`config.mk`:
```
export PLATFORM = sky130hd
export DESIGN_NAME = tx_prbs31_generator_flat
export DESIGN_NICKNAME = d
export VERILOG_FILES = /design/src/rtl/tx_prbs31_generator_if.sv /design/src/rtl/tx_prbs31_generator.sv /design/src/flat_wrapper.sv
export SDC_FILE = /design/constraint.sdc
export NUM_CORES = 1
export LEC_CHECK = 0
export CAP_MARGIN = 5
export CORE_MARGIN = 3
export CORE_UTILIZATION = 45
export CTS_BUF_LIST = sky130_fd_sc_hd__clkbuf_16
export CTS_CLUSTER_SIZE = 28
export DETAILED_ROUTE_END_ITERATION = 6
export HOLD_SLACK_MARGIN = 0.12
export PLACE_DENSITY = 0.76
export SETUP_SLACK_MARGIN = 0.5
export SLEW_MARGIN = 40
export SYNTH_ARGS = -nofsm -noshare
export SYNTH_HDL_FRONTEND = slang
export SYNTH_SLANG_ARGS = --single-unit
```
`constraint.sdc`:
```
create_clock -name clock -period 3.1 [get_ports clock]
set_clock_uncertainty 0.15 [all_clocks]
set_input_delay 0.62 -clock clock [delete_from_list [all_inputs] [get_ports clock]]
set_output_delay 0.62 -clock clock [all_outputs]
set_load 0.1 [all_outputs]
```
`src/rtl/tx_prbs31_generator_if.sv`:
```
`default_nettype none
// tx_prbs31_generator_if: control and data bundle for the PRBS31 transmit source.
// Revision: 1.0
interface tx_prbs31_generator_if #(
  parameter int PERIOD_W = 16
);
  logic                enable;
  logic                seed_load;
  logic [30:0]         seed;
  logic                inject_single;
  logic [PERIOD_W-1:0] inject_period;
  logic [31:0]         DataOut;
  logic                data_valid;
  logic [47:0]         word_count;
  logic [31:0]         injected_count;

  modport master (
    output enable, seed_load, seed, inject_single, inject_period,
    input  DataOut, data_valid, word_count, injected_count
  );

  modport slave (
    input  enable, seed_load, seed, inject_single, inject_period,
    output DataOut, data_valid, word_count, injected_count
  );
endinterface
`default_nettype wire

```
`src/rtl/tx_prbs31_generator.sv`:
```
`default_nettype none
// ============================================================================
// Module   : tx_prbs31_generator
// Brief    : PRBS31 (x^31 + x^28 + 1) word source, 32 bits per enabled clock,
//            MSB = oldest bit. Optional error injection under PRBS_ERR_INJECT_EN.
// Revision : 1.0
// ============================================================================
module tx_prbs31_generator #(
  parameter logic [30:0] SEED_DEFAULT = 31'h7FFFFFFF,
  parameter int          PERIOD_W     = 16
) (
  input  wire logic            clock,
  input  wire logic            reset,
  tx_prbs31_generator_if.slave bus
);

  typedef struct packed {
    logic [31:0] word;
    logic [30:0] state;
  } step_t;

  // seq[m] holds serial bit n-31+m; the first 31 entries are the state, oldest first.
  function automatic step_t prbs_step(input logic [30:0] s);
    logic [62:0] seq;
    step_t       r;
    seq = '0;
    r   = '0;
    for (int m = 0; m < 31; m++) seq[m] = s[30-m];
    for (int m = 31; m < 63; m++) seq[m] = seq[m-31] ^ seq[m-28];
    for (int k = 0; k < 32; k++) r.word[31-k] = seq[31+k];
    for (int j = 0; j < 31; j++) r.state[30-j] = seq[32+j];
    return r;
  endfunction

  logic [30:0] r_state;
  logic [31:0] r_data;
  logic        r_valid;
  logic [47:0] r_word_cnt;

  step_t       w_step;
  logic [30:0] w_seed_eff;
  logic        w_emit;
  logic        w_flip;

  assign w_step     = prbs_step(r_state);
  assign w_seed_eff = (bus.seed == 31'd0) ? SEED_DEFAULT : bus.seed;
  assign w_emit     = !bus.seed_load && bus.enable;

  always_ff @(posedge clock) begin
    if (reset) begin
      r_state    <= SEED_DEFAULT;
      r_data     <= '0;
      r_valid    <= 1'b0;
      r_word_cnt <= '0;
    end else if (bus.seed_load) begin
      r_state <= w_seed_eff;
      r_valid <= 1'b0;
    end else if (bus.enable) begin
      r_state    <= w_step.state;
      r_data     <= w_step.word ^ {31'd0, w_flip};
      r_valid    <= 1'b1;
      r_word_cnt <= r_word_cnt + 48'd1;
    end else begin
      r_valid <= 1'b0;
    end
  end

`ifdef PRBS_ERR_INJECT_EN
  logic                r_pending;
  logic [PERIOD_W-1:0] r_period_q;
  logic [PERIOD_W-1:0] r_period_cnt;
  logic [31:0]         r_inj_cnt;

  logic                w_period_chg;
  logic [PERIOD_W-1:0] w_cnt_base;
  logic [PERIOD_W-1:0] w_cnt_inc;
  logic                w_period_hit;

  // A changed period value restarts counting with the current word as word 1.
  assign w_period_chg = (bus.inject_period != r_period_q);
  assign w_cnt_base   = w_period_chg ? '0 : r_period_cnt;
  assign w_cnt_inc    = w_cnt_base + PERIOD_W'(1);
  assign w_period_hit = (bus.inject_period != '0) && (w_cnt_inc == bus.inject_period);
  assign w_flip       = w_emit && (r_pending || w_period_hit);

  always_ff @(posedge clock) begin
    if (reset) begin
      r_pending    <= 1'b0;
      r_period_q   <= '0;
      r_period_cnt <= '0;
      r_inj_cnt    <= '0;
    end else begin
      r_period_q <= bus.inject_period;
      if (w_emit) begin
        r_pending    <= bus.inject_single;
        r_period_cnt <= w_period_hit ? '0 : w_cnt_inc;
        if (w_flip && (r_inj_cnt != 32'hFFFFFFFF)) begin
          r_inj_cnt <= r_inj_cnt + 32'd1;
        end
      end else begin
        r_pending    <= r_pending | bus.inject_single;
        r_period_cnt <= w_cnt_base;
      end
    end
  end

  assign bus.injected_count = r_inj_cnt;
`else
  logic w_unused_inject;
  assign w_unused_inject    = bus.inject_single ^ (^bus.inject_period);
  assign w_flip             = 1'b0;
  assign bus.injected_count = '0;
`endif

  assign bus.DataOut    = r_data;
  assign bus.data_valid = r_valid;
  assign bus.word_count = r_word_cnt;

endmodule
`default_nettype wire
```
`src/flat_wrapper.sv`:
```
// flat-port wrapper written by rule: the top's interface ports become plain ports
module tx_prbs31_generator_flat 
#(
  parameter logic [30:0] SEED_DEFAULT = 31'h7FFFFFFF,
  parameter int          PERIOD_W     = 16
)
  (clock, reset, bus_enable, bus_seed_load, bus_seed, bus_inject_single, bus_inject_period, bus_DataOut, bus_data_valid, bus_word_count, bus_injected_count);
  tx_prbs31_generator_if #(.PERIOD_W(PERIOD_W)) bus_i ();
  input  wire logic clock;
  input  wire logic reset;
  input wire logic [$bits(bus_i.enable)-1:0] bus_enable;
  input wire logic [$bits(bus_i.seed_load)-1:0] bus_seed_load;
  input wire logic [$bits(bus_i.seed)-1:0] bus_seed;
  input wire logic [$bits(bus_i.inject_single)-1:0] bus_inject_single;
  input wire logic [$bits(bus_i.inject_period)-1:0] bus_inject_period;
  output wire logic [$bits(bus_i.DataOut)-1:0] bus_DataOut;
  output wire logic [$bits(bus_i.data_valid)-1:0] bus_data_valid;
  output wire logic [$bits(bus_i.word_count)-1:0] bus_word_count;
  output wire logic [$bits(bus_i.injected_count)-1:0] bus_injected_count;
  assign bus_i.enable = bus_enable;
  assign bus_i.seed_load = bus_seed_load;
  assign bus_i.seed = bus_seed;
  assign bus_i.inject_single = bus_inject_single;
  assign bus_i.inject_period = bus_inject_period;
  assign bus_DataOut = bus_i.DataOut;
  assign bus_data_valid = bus_i.data_valid;
  assign bus_word_count = bus_i.word_count;
  assign bus_injected_count = bus_i.injected_count;
  tx_prbs31_generator #(.SEED_DEFAULT(SEED_DEFAULT), .PERIOD_W(PERIOD_W)) u_core (.clock(clock), .reset(reset), .bus(bus_i));
endmodule
```
==> flow_summary.json, run 1 <==
{
  "status": "finished, final reports clean",
  "nets": 844,
  "clock-root-buffer": "clkbuf_16",
  "drt_iter0_markers": 263,
  "ant_nets": 0,
  "finalCritPeriodShare": 0.758,
  "arrival_ns": 2.47,
  "dieWidth_microns": 117,
  "wl_microns": 13700,
  "drive_gt1_frac": 0.209,
  "synth_top_family_by_area": "simple AND/OR/NAND/NOR gates",
  "period_minus_slack_ns": 2.35,
  "overflow": 0,
  "clk_path_buf_depth": 2,
  "synth_xor_area_frac": 0.0995,
  "avgRoutedWirePerCell_microns": 14.6,
  "gp_congestion": 0.812,
  "yosysWarnings": 0,
  "hold_viol": 0,
  "synth-compound-area-share": 0.133,
  "track_usage": 0.197,
  "grt_max_degree": 62,
  "via_count": 5053,
  "antenna_found_initial": 0,
  "crit_path_top_delay_cell": "nor2_2",
  "cp.required_ns": 3.22,
  "dp_hpwl_microns": 10100,
  "synth-seq-area-share": 0.405,
  "syn_area_sq_mm": 0.00554,
  "crit_path_max_incr_delay_ns": 0.47,
  "io_buffers": 115,
  "finalSetupTns_ns": 0,
  "crit_type": "reg -> reg",
  "synth-seq-cells": 112,
  "area_delta_synth_final_pct": 22.8,
  "ir_drop_mv": 0.292,
  "start_util": 0.473,
  "post_cts_buffers": 0,
  "fin_area_sq_mm": 0.00681,
  "synth_cells": 692,
  "cts_resized": 0,
  "final_util": 0.581,
  "yosysUniqueCellTypes": 40,
  "drv_cap": 0,
  "dpl_cell_area_sq_mm": 0.00652,
  "tightest_slew_ns": 0.681,
  "dieHeight_microns": 117,
  "relSlewSlack": 0.546,
  "core_sq_mm": 0.0117,
  "cts_tree": "yes",
  "numCtsBuffers": 9,
  "die_area_sq_mm": 0.0137,
  "hp-class": "reg -> reg",
  "synth.mux.area_fraction": 0.00542,
  "rows": 39,
  "cp-start-kind": "flip-flop",
  "antenna_cells": 0,
  "firstDrtPassIters": 6,
  "setup_viol": 0,
  "postCtsHoldBufs": 0,
  "cp-end-kind": "flip-flop",
  "grt_pass1_wl_microns": 21600,
  "ios": 165,
  "cpMostUsedCell": "nand4_1",
  "syn_area_per_cell_sq_um": 8.01,
  "p_leak_nw": 2.73,
  "fmax_ghz": 0.425,
  "p_per_area_mw_per_mm2": 513,
  "grt_pass1_vias": 4704,
  "drc": 0,
  "rsz0062_at_grt": "false",
  "cts_max_level": 3,
  "clock_latency_ns": 0.35,
  "synth-simple-area-share": 0.264,
  "crit_chain": "nand4_1 -> nor2_2 -> nand4_1 -> or3_1 -> a21oi_1",
  "synthAdderAreaFrac": 0.00226,
  "min-delay-start": "u_core.bus.DataOut[2]",
  "vias_per_cell": 5.39,
  "critical_path.max_fanout": 9,
  "crit_path_start": "u_core.bus.word_count[3]",
  "slew_viol_final": 0,
  "clk_pin_slew_worst_paths_ns": 0.07,
  "r2r_start": "u_core.bus.word_count[3]",
  "clock_sinks": 112
}
==> worst paths after layout <==
path / to / slack (ns) / cells after the start
max reg2reg: u_core.bus.word_count[31] / 0.75 / 5
min: u_core.bus.DataOut[2] / 0.31 / 2
max: u_core.bus.word_count[31] / 0.75 / 5
min reg2reg: u_core.bus.DataOut[2] / 0.31 / 2
==> critical path, delay by kind of cell, from the launching register on <==
| family | cells | cell delay [ns] |
|---|---|---|
| AND/OR/NAND/NOR | 4 | 1.54 |
| AO/OA/AOI/OAI | 1 | 0.19 |
| flip-flops | 1 | 0.39 |
==> flip-flops by register name, summed over array words and instances (netlist names) <==
register	cells
u_core.bus.word_count	48
u_core.bus.data_valid	1
u_core.bus.DataOut	32
u_core.r_state	31
==> power breakdown <==
| part | total, mW | internal (mW) | switching (mW) |
|---|---|---|---|
| clock | 1.14 | 0.620 | 0.517 |
| sequential | 1.56 | 1.50 | 0.0550 |
| combinational | 0.797 | 0.208 | 0.588 |
==> layer usage <==
metal	global-route usage	part of all wire	vias to the layer above
met5	0	0	-
li1	-	-	2515
met1	0.234	0.43	2364
met4	0.0619	0.0087	0
met2	0.352	0.50	162
met3	0.0432	0.064	12
==> stage by stage <==
step           setup slack (ns)  hold slack (ns)  instances  total power [mW]
6_report                  0.749            0.307        938              3.49
5_1_grt                   0.535            0.333        938              3.62
4_1_cts                   0.765            0.312        938              3.52
3_5_place_dp              0.408            0.302        923              2.39
3_3_place_gp              0.422            0.299        923              2.38
2_1_floorplan             0.500            0.428        723              2.26
==> kinds of logic (layout without fill, tap and decap cells) <==
family,count (synthesis),count (layout)
buf+inv,101,173
mux,3,3
simple gates,288,288
xor+xnor,63,63
compound gates,123,123
fa+ha+maj,1,1
flops,112,112
other cells,1,32
==> cells in the mapped netlist <==
cell type / number / share of area
nor3b_1: 3 / 0.0041
and4_1: 4 / 0.0063
or2_2: 28 / 0.032
nor2_1: 128 / 0.087
mux2i_1: 3 / 0.0054
clkbuf_1: 29 / 0.020
buf_1: 5 / 0.0034
a31oi_1: 26 / 0.029
o21bai_1: 2 / 0.0027
nand2b_1: 1 / 0.0011
nor2_2: 1 / 0.0011
nor4_4: 2 / 0.0077
o21ai_0: 14 / 0.013
a211oi_1: 29 / 0.039
buf_4: 32 / 0.043
nand3_1: 23 / 0.021
nand4_4: 1 / 0.0038
nor3_1: 7 / 0.0063
nand4_1: 25 / 0.028
nand3b_1: 1 / 0.0014
buf_2: 3 / 0.0027
dfxtp_1: 112 / 0.40
xor2_1: 23 / 0.036
nor4_1: 12 / 0.014
conb_1: 1 / 0.00068
and3b_1: 2 / 0.0032
and3_1: 6 / 0.0068
a21oi_1: 48 / 0.043
nor2b_1: 2 / 0.0023
o31ai_1: 1 / 0.0014
nand4b_1: 1 / 0.0016
ha_1: 1 / 0.0023
inv_1: 32 / 0.022
or3_1: 13 / 0.015
nand3_2: 1 / 0.0018
xnor2_1: 40 / 0.063
or4_1: 3 / 0.0041
nand2_1: 22 / 0.015
and2_1: 2 / 0.0023
a22oi_1: 3 / 0.0041
==> cell usage in the layout, fill, tap and decap left out, drive strengths merged <==
| master | Yosys | final |
|---|---|---|
| nor3b | 3 | 3 |
| o21bai | 2 | 2 |
| mux2i | 3 | 3 |
| clkdlybuf4s50 | 0 | 31 |
| a211oi | 29 | 29 |
| a22oi | 3 | 3 |
| nand3b | 1 | 1 |
| a21oi | 48 | 48 |
| o21ai | 14 | 14 |
| xor2 | 23 | 23 |
| and3 | 6 | 6 |
| o31ai | 1 | 1 |
| and3b | 2 | 2 |
| or2 | 28 | 28 |
| clkinv | 0 | 2 |
| buf | 40 | 95 |
| nand4 | 26 | 26 |
| nand2b | 1 | 1 |
| xnor2 | 40 | 40 |
| bufinv | 0 | 1 |
| nand4b | 1 | 1 |
| clkbuf | 29 | 9 |
| conb | 1 | 32 |
| nor4 | 14 | 14 |
| or4 | 3 | 3 |
| or3 | 13 | 13 |
| nand2 | 22 | 22 |
| clkinvlp | 0 | 2 |
| ha | 1 | 1 |
| nand3 | 24 | 24 |
| inv | 32 | 33 |
| nor2 | 129 | 129 |
| nor3 | 7 | 7 |
| dfxtp | 112 | 112 |
| and4 | 4 | 4 |
| nor2b | 2 | 2 |
| and2 | 2 | 2 |
| a31oi | 26 | 26 |
==> cell type report <==
type | count | area (sq um)
inverter | 32 | 120
clock inverter | 6 | 62.6
sequential | 112 | 2270
clock buffer | 9 | 225
multi-input combinational | 510 | 2920
fill | 1071 | 4900
timing repair buffer | 126 | 1030
tap | 143 | 179
Power figures use the tool's default switching activity.
==> inputs of run 2 (changes only) <==
- CORE_UTILIZATION: 45 -> 43
- clock period: 3.1 -> 2.05 ns (I/O delays scaled with it)
==> flow_summary.json, run 2 (same netlist as run 1, synthesis figures left out) <==
{
  "firstDrtPassIters": 7,
  "cts_tree": "yes",
  "arrival_ns": 2.15,
  "track_usage": 0.238,
  "gp_congestion": 0.883,
  "largest_register_ffs": 48,
  "via_count": 6275,
  "setup_viol": 2,
  "drc": 1,
  "critical_path.max_fanout": 6,
  "power_frac_clock": 0.317,
  "cp.required_ns": 2.12,
  "final_cell_mix": "124 x nor2_1, 84 x buf_12, 58 x dfxtp_1",
  "grt_pass1_vias": 5674,
  "slew_viol_final": 0,
  "hp-class": "in -> reg",
  "dpl_cell_area_sq_mm": 0.00798,
  "drv_cap": 0,
  "antenna_cells": 0,
  "die_area_sq_mm": 0.0143,
  "grt_pass1_wl_microns": 27800,
  "dieWidth_microns": 120,
  "clk_path_buf_depth": 2,
  "drt_iter0_markers": 745,
  "dp_hpwl_microns": 10900,
  "combinationalPowerShare": 0.272,
  "nets": 936,
  "final_common_cell": "nor2_1",
  "power.switching_mw": 2.08,
  "cp-end-kind": "flip-flop",
  "overflow": 0,
  "wl_microns": 22300,
  "intPower_mw": 3.63,
  "fmax_ghz": 0.482,
  "hold_viol": 0,
  "place_ws_ns": -0.395,
  "avgRoutedWirePerCell_microns": 21.1,
  "r2r_start": "u_core.bus.word_count[0]",
  "core_sq_mm": 0.0123,
  "status": "complete, but fails checks",
  "grt_max_degree": 62,
  "vias_per_cell": 5.94,
  "min-delay-start": "reset",
  "sw_frac_of_total": 0.364,
  "whs_endpoint": "u_core.bus.DataOut[10]",
  "fin_ws_ns": -0.0264,
  "clk_pin_slew_worst_paths_ns": 0.08,
  "hold_depth": 2,
  "io_buffers": 115,
  "postCtsHoldBufs": 0,
  "p_leak_nw": 3.95,
  "area_delta_synth_final_pct": 76.7,
  "period_minus_slack_ns": 2.08,
  "antenna_found_initial": 0,
  "rows": 40,
  "cts_max_level": 3,
  "ant_nets": 0,
  "seq_power_share": 0.411,
  "fin_area_sq_mm": 0.00979,
  "crit_type": "reg -> reg",
  "violations": "design-rule violations, negative setup slack",
  "clock-root-buffer": "clkbuf_16",
  "drive_gt1_frac": 0.420,
  "p_per_area_mw_per_mm2": 583,
  "r2r_end": "u_core.bus.word_count[44]",
  "ir_drop_mv": 0.499,
  "rrSetupSlack_ns": -0.03,
  "finalCritPeriodShare": 1.01,
  "numCtsBuffers": 9,
  "rsz0062_at_grt": "true",
  "clock_sinks": 112,
  "ff2ff_path_depth": 7,
  "ios": 165,
  "start_util": 0.450,
  "clock_latency_ns": 0.36,
  "cp-start-kind": "flip-flop",
  "dieHeight_microns": 120
}
run 2: cell count changes in the layout (fill, tap and decap cells not counted), moves of 19 or more:
cell | before | now
or2_4 | 0 | 26
buf_6 | 0 | 40
clkdlybuf4s50_1 | 31 | 7
dfxtp_4 | 0 | 39
dfxtp_1 | 89 | 58
buf_4 | 91 | 55
buf_12 | 1 | 84
or2_2 | 28 | 2
a31oi_1 | 26 | 7
run 2: metrics by stage:
step / cells / total power [mW] / utilization / TNS (ns) / hold slack [ns]
2_1_floorplan: 723 / 3.40 / - / -0.389 / 0.424
3_3_place_gp: 967 / 3.74 / 0.648 / -10.04 / 0.342
3_5_place_dp: 967 / 3.76 / 0.648 / -11.02 / 0.350
4_1_cts: 1023 / 5.53 / 0.719 / 0 / 0.245
5_1_grt: 1056 / 5.85 / 0.795 / -0.336 / 0.280
6_report: 1056 / 5.71 / 0.795 / -0.0417 / 0.258
run 2: worst max-delay path by stage:
stage / start / endpoint / slack, ns / cells past startpoint
global route: u_core.bus.word_count[0] / u_core.bus.word_count[44] / -0.08 / 7
finish: u_core.bus.word_count[0] / u_core.bus.word_count[44] / -0.03 / 7
global placement: bus_seed[18] / u_core.r_state[29] / -0.37 / 7
floorplan: u_core.bus.word_count[4] / u_core.bus.word_count[33] / -0.06 / 5
detailed placement: bus_seed[18] / u_core.r_state[30] / -0.39 / 7
CTS: u_core.bus.word_count[11] / u_core.bus.word_count[33] / 0.11 / 6
run 2: cell type report:
class                   count  area (sq um)
clock buffers               9           225
flip-flops and latches    112          2410
multi-input cells         510          3700
repair buffers            218          3050
well taps                 168           210
inverters                  32           120
clock inverters             7          81.3
fillers                   652          2520
run 2: power by group through the flow:
stage | registers, mW | clock network [mW] | logic (mW)
global route | 2.35 | 1.89 | 1.61
finish | 2.35 | 1.81 | 1.55
global placement | 2.38 | 0 | 1.35
CTS | 2.33 | 1.80 | 1.40
floorplan | 2.69 | 0 | 0.715
detailed placement | 2.39 | 0 | 1.37
run 2: worst max-delay path: stages, from the launching register on:
cell      delay [ns]
dfxtp_4         0.38
ha_4            0.14
nand4b_1        0.20
nor4_4          0.39
nand2_2         0.17
buf_4           0.16
o21ai_0         0.24
a21oi_1         0.12
run 2: repair_timing:
item                       CTS  global route
gates resized for setup     74           124
setup buffers               38            29
gates cloned                 2             4
setup endpoints to repair   80           131
pin swaps                   57            69
run 2: metal layers:
layer	routed length [microns]	up-vias	GRT usage
met5	0	-	0
met1	7880	3004	0.272
met3	1910	122	0.0429
met2	11400	443	0.432
met4	1140	0	0.102
li1	-	2706	-
==> inputs of run 3 (changes only) <==
- CORE_UTILIZATION: 43 -> 45
- DONT_BUFFER_PORTS: default -> 1
- PLACE_DENSITY: 0.76 -> 0.68
==> flow_summary.json, run 3 (same netlist as run 1, synthesis figures left out) <==
{
  "p_per_area_mw_per_mm2": 644,
  "via_count": 5464,
  "power.switching_mw": 1.78,
  "cts_max_level": 3,
  "rsz0062_at_grt": "true",
  "fin_area_sq_mm": 0.00837,
  "start_util": 0.473,
  "vias_per_cell": 5.67,
  "overflow": 0,
  "cp-start-kind": "flip-flop",
  "cp.required_ns": 2.18,
  "final_cell_mix": "124 x nor2_1, 74 x buf_6, 63 x dfxtp_1",
  "power_frac_clock": 0.344,
  "ant_nets": 0,
  "gp_congestion": 0.867,
  "hold_ws_ns": -0.0245,
  "p_leak_nw": 3.24,
  "postCtsHoldBufs": 5,
  "avgRoutedWirePerCell_microns": 18.2,
  "fin_ws_ns": 0.0657,
  "grt_pass1_wl_microns": 25000,
  "final_common_cell": "nor2_1",
  "place_ws_ns": -0.0258,
  "grt_max_degree": 114,
  "clock_latency_ns": 0.36,
  "clk_pin_slew_worst_paths_ns": 0.08,
  "nets": 869,
  "clock-root-buffer": "clkbuf_16",
  "rows": 39,
  "drc": 0,
  "antenna_found_initial": 0,
  "clk_path_buf_depth": 2,
  "drv_cap": 0,
  "drt_iter0_markers": 408,
  "slew_viol_final": 0,
  "seq_power_share": 0.428,
  "clock_sinks": 112,
  "die_area_sq_mm": 0.0137,
  "combinationalPowerShare": 0.229,
  "finalCritPeriodShare": 0.968,
  "core_sq_mm": 0.0117,
  "cp-end-kind": "flip-flop",
  "area_delta_synth_final_pct": 51.0,
  "wl_microns": 17600,
  "finalSetupTns_ns": 0,
  "dp_hpwl_microns": 10100,
  "dieWidth_microns": 117,
  "period_minus_slack_ns": 1.98,
  "track_usage": 0.227,
  "critical_path.max_fanout": 5,
  "antenna_cells": 0,
  "grt_pass1_vias": 5142,
  "largest_register_ffs": 48,
  "crit_type": "reg -> reg",
  "hp-class": "in -> reg",
  "cts_tree": "yes",
  "io_buffers": 0,
  "hold_viol": 1,
  "drive_gt1_frac": 0.393,
  "firstDrtPassIters": 6,
  "numCtsBuffers": 9,
  "setup_viol": 0,
  "arrival_ns": 2.12,
  "ir_drop_mv": 0.533,
  "sw_frac_of_total": 0.330,
  "final_util": 0.715,
  "dieHeight_microns": 117,
  "intPower_mw": 3.61,
  "violations": "negative hold slack",
  "dpl_cell_area_sq_mm": 0.00650,
  "ios": 165,
  "power_mw": 5.39,
  "status": "complete, but fails checks",
  "fmax_ghz": 0.504
}
## run 3: cell count changes in the layout (fill, tap and decap cells not counted), moves of 5 or more
cell | previous run | this run
buf_8 | 0 | 10
dlymetal6s2s_1 | 13 | 0
dfxtp_1 | 58 | 63
dlygate4sd3_1 | 0 | 5
buf_6 | 40 | 74
clkdlybuf4s50_1 | 7 | 0
dlygate4sd2_1 | 5 | 0
buf_4 | 55 | 48
buf_12 | 84 | 11
nor4_1 | 2 | 7
## run 3: layout make-up
cell class,count,area [sq um]
tap,143,179
clock buffer,10,250
multi-input combinational,511,3690
sequential,112,2400
clock inverter,6,63.8
fill,797,3340
inverter,32,120
timing repair buffer,150,1660
## run 3: worst paths after layout
check	cells after the start	slack, ns	start	to
min	1	-0.02	reset	u_core.bus.DataOut[16]
max reg2reg	7	0.07	u_core.bus.word_count[11]	u_core.bus.word_count[33]
max	7	0.07	u_core.bus.word_count[11]	u_core.bus.word_count[33]
min reg2reg	2	0.32	u_core.bus.DataOut[3]	u_core.bus.DataOut[3]
## run 3: power groups by stage
stage	clock (mW)	combinational [mW]	sequential [mW]
after detailed placement	0	1.10	2.35
after floorplan	0	0.715	2.69
after global placement	0	1.09	2.34
after CTS	1.86	1.13	2.30
final	1.85	1.23	2.30
after global routing	1.94	1.30	2.31
## run 3: stage by stage
stage | instances | hold WS [ns]
after floorplan | 723 | 0.424
after global placement | 898 | 0.295
after detailed placement | 898 | 0.306
after CTS | 943 | -0.0295
after global routing | 964 | -0.0297
final | 964 | -0.0245
## run 3: what timing repair did
action | CTS | global route
endpoints found under the setup margin | 122 | 98
endpoints found under the hold margin | 112 | 109
pin swaps | 35 | 51
resized for setup | 118 | 115
buffers inserted | 23 | 18
cloned | 1 | 3
## run 3: worst max-delay path: stages (launching register included)
cell and delay (ns):
dfxtp_4 0.37, nand4_4 0.12, buf_6 0.14, nor4_4 0.32, nand4_1 0.17, buf_6 0.17
or3_4 0.33, a21oi_2 0.14
## run 3: per-layer routing
layer,vias to the layer above,part of all wire,GRT usage
met5,-,0,0
met4,0,0.029,0.0703
met3,55,0.075,0.0617
li1,2588,-,-
met1,2571,0.37,0.259
met2,250,0.52,0.412
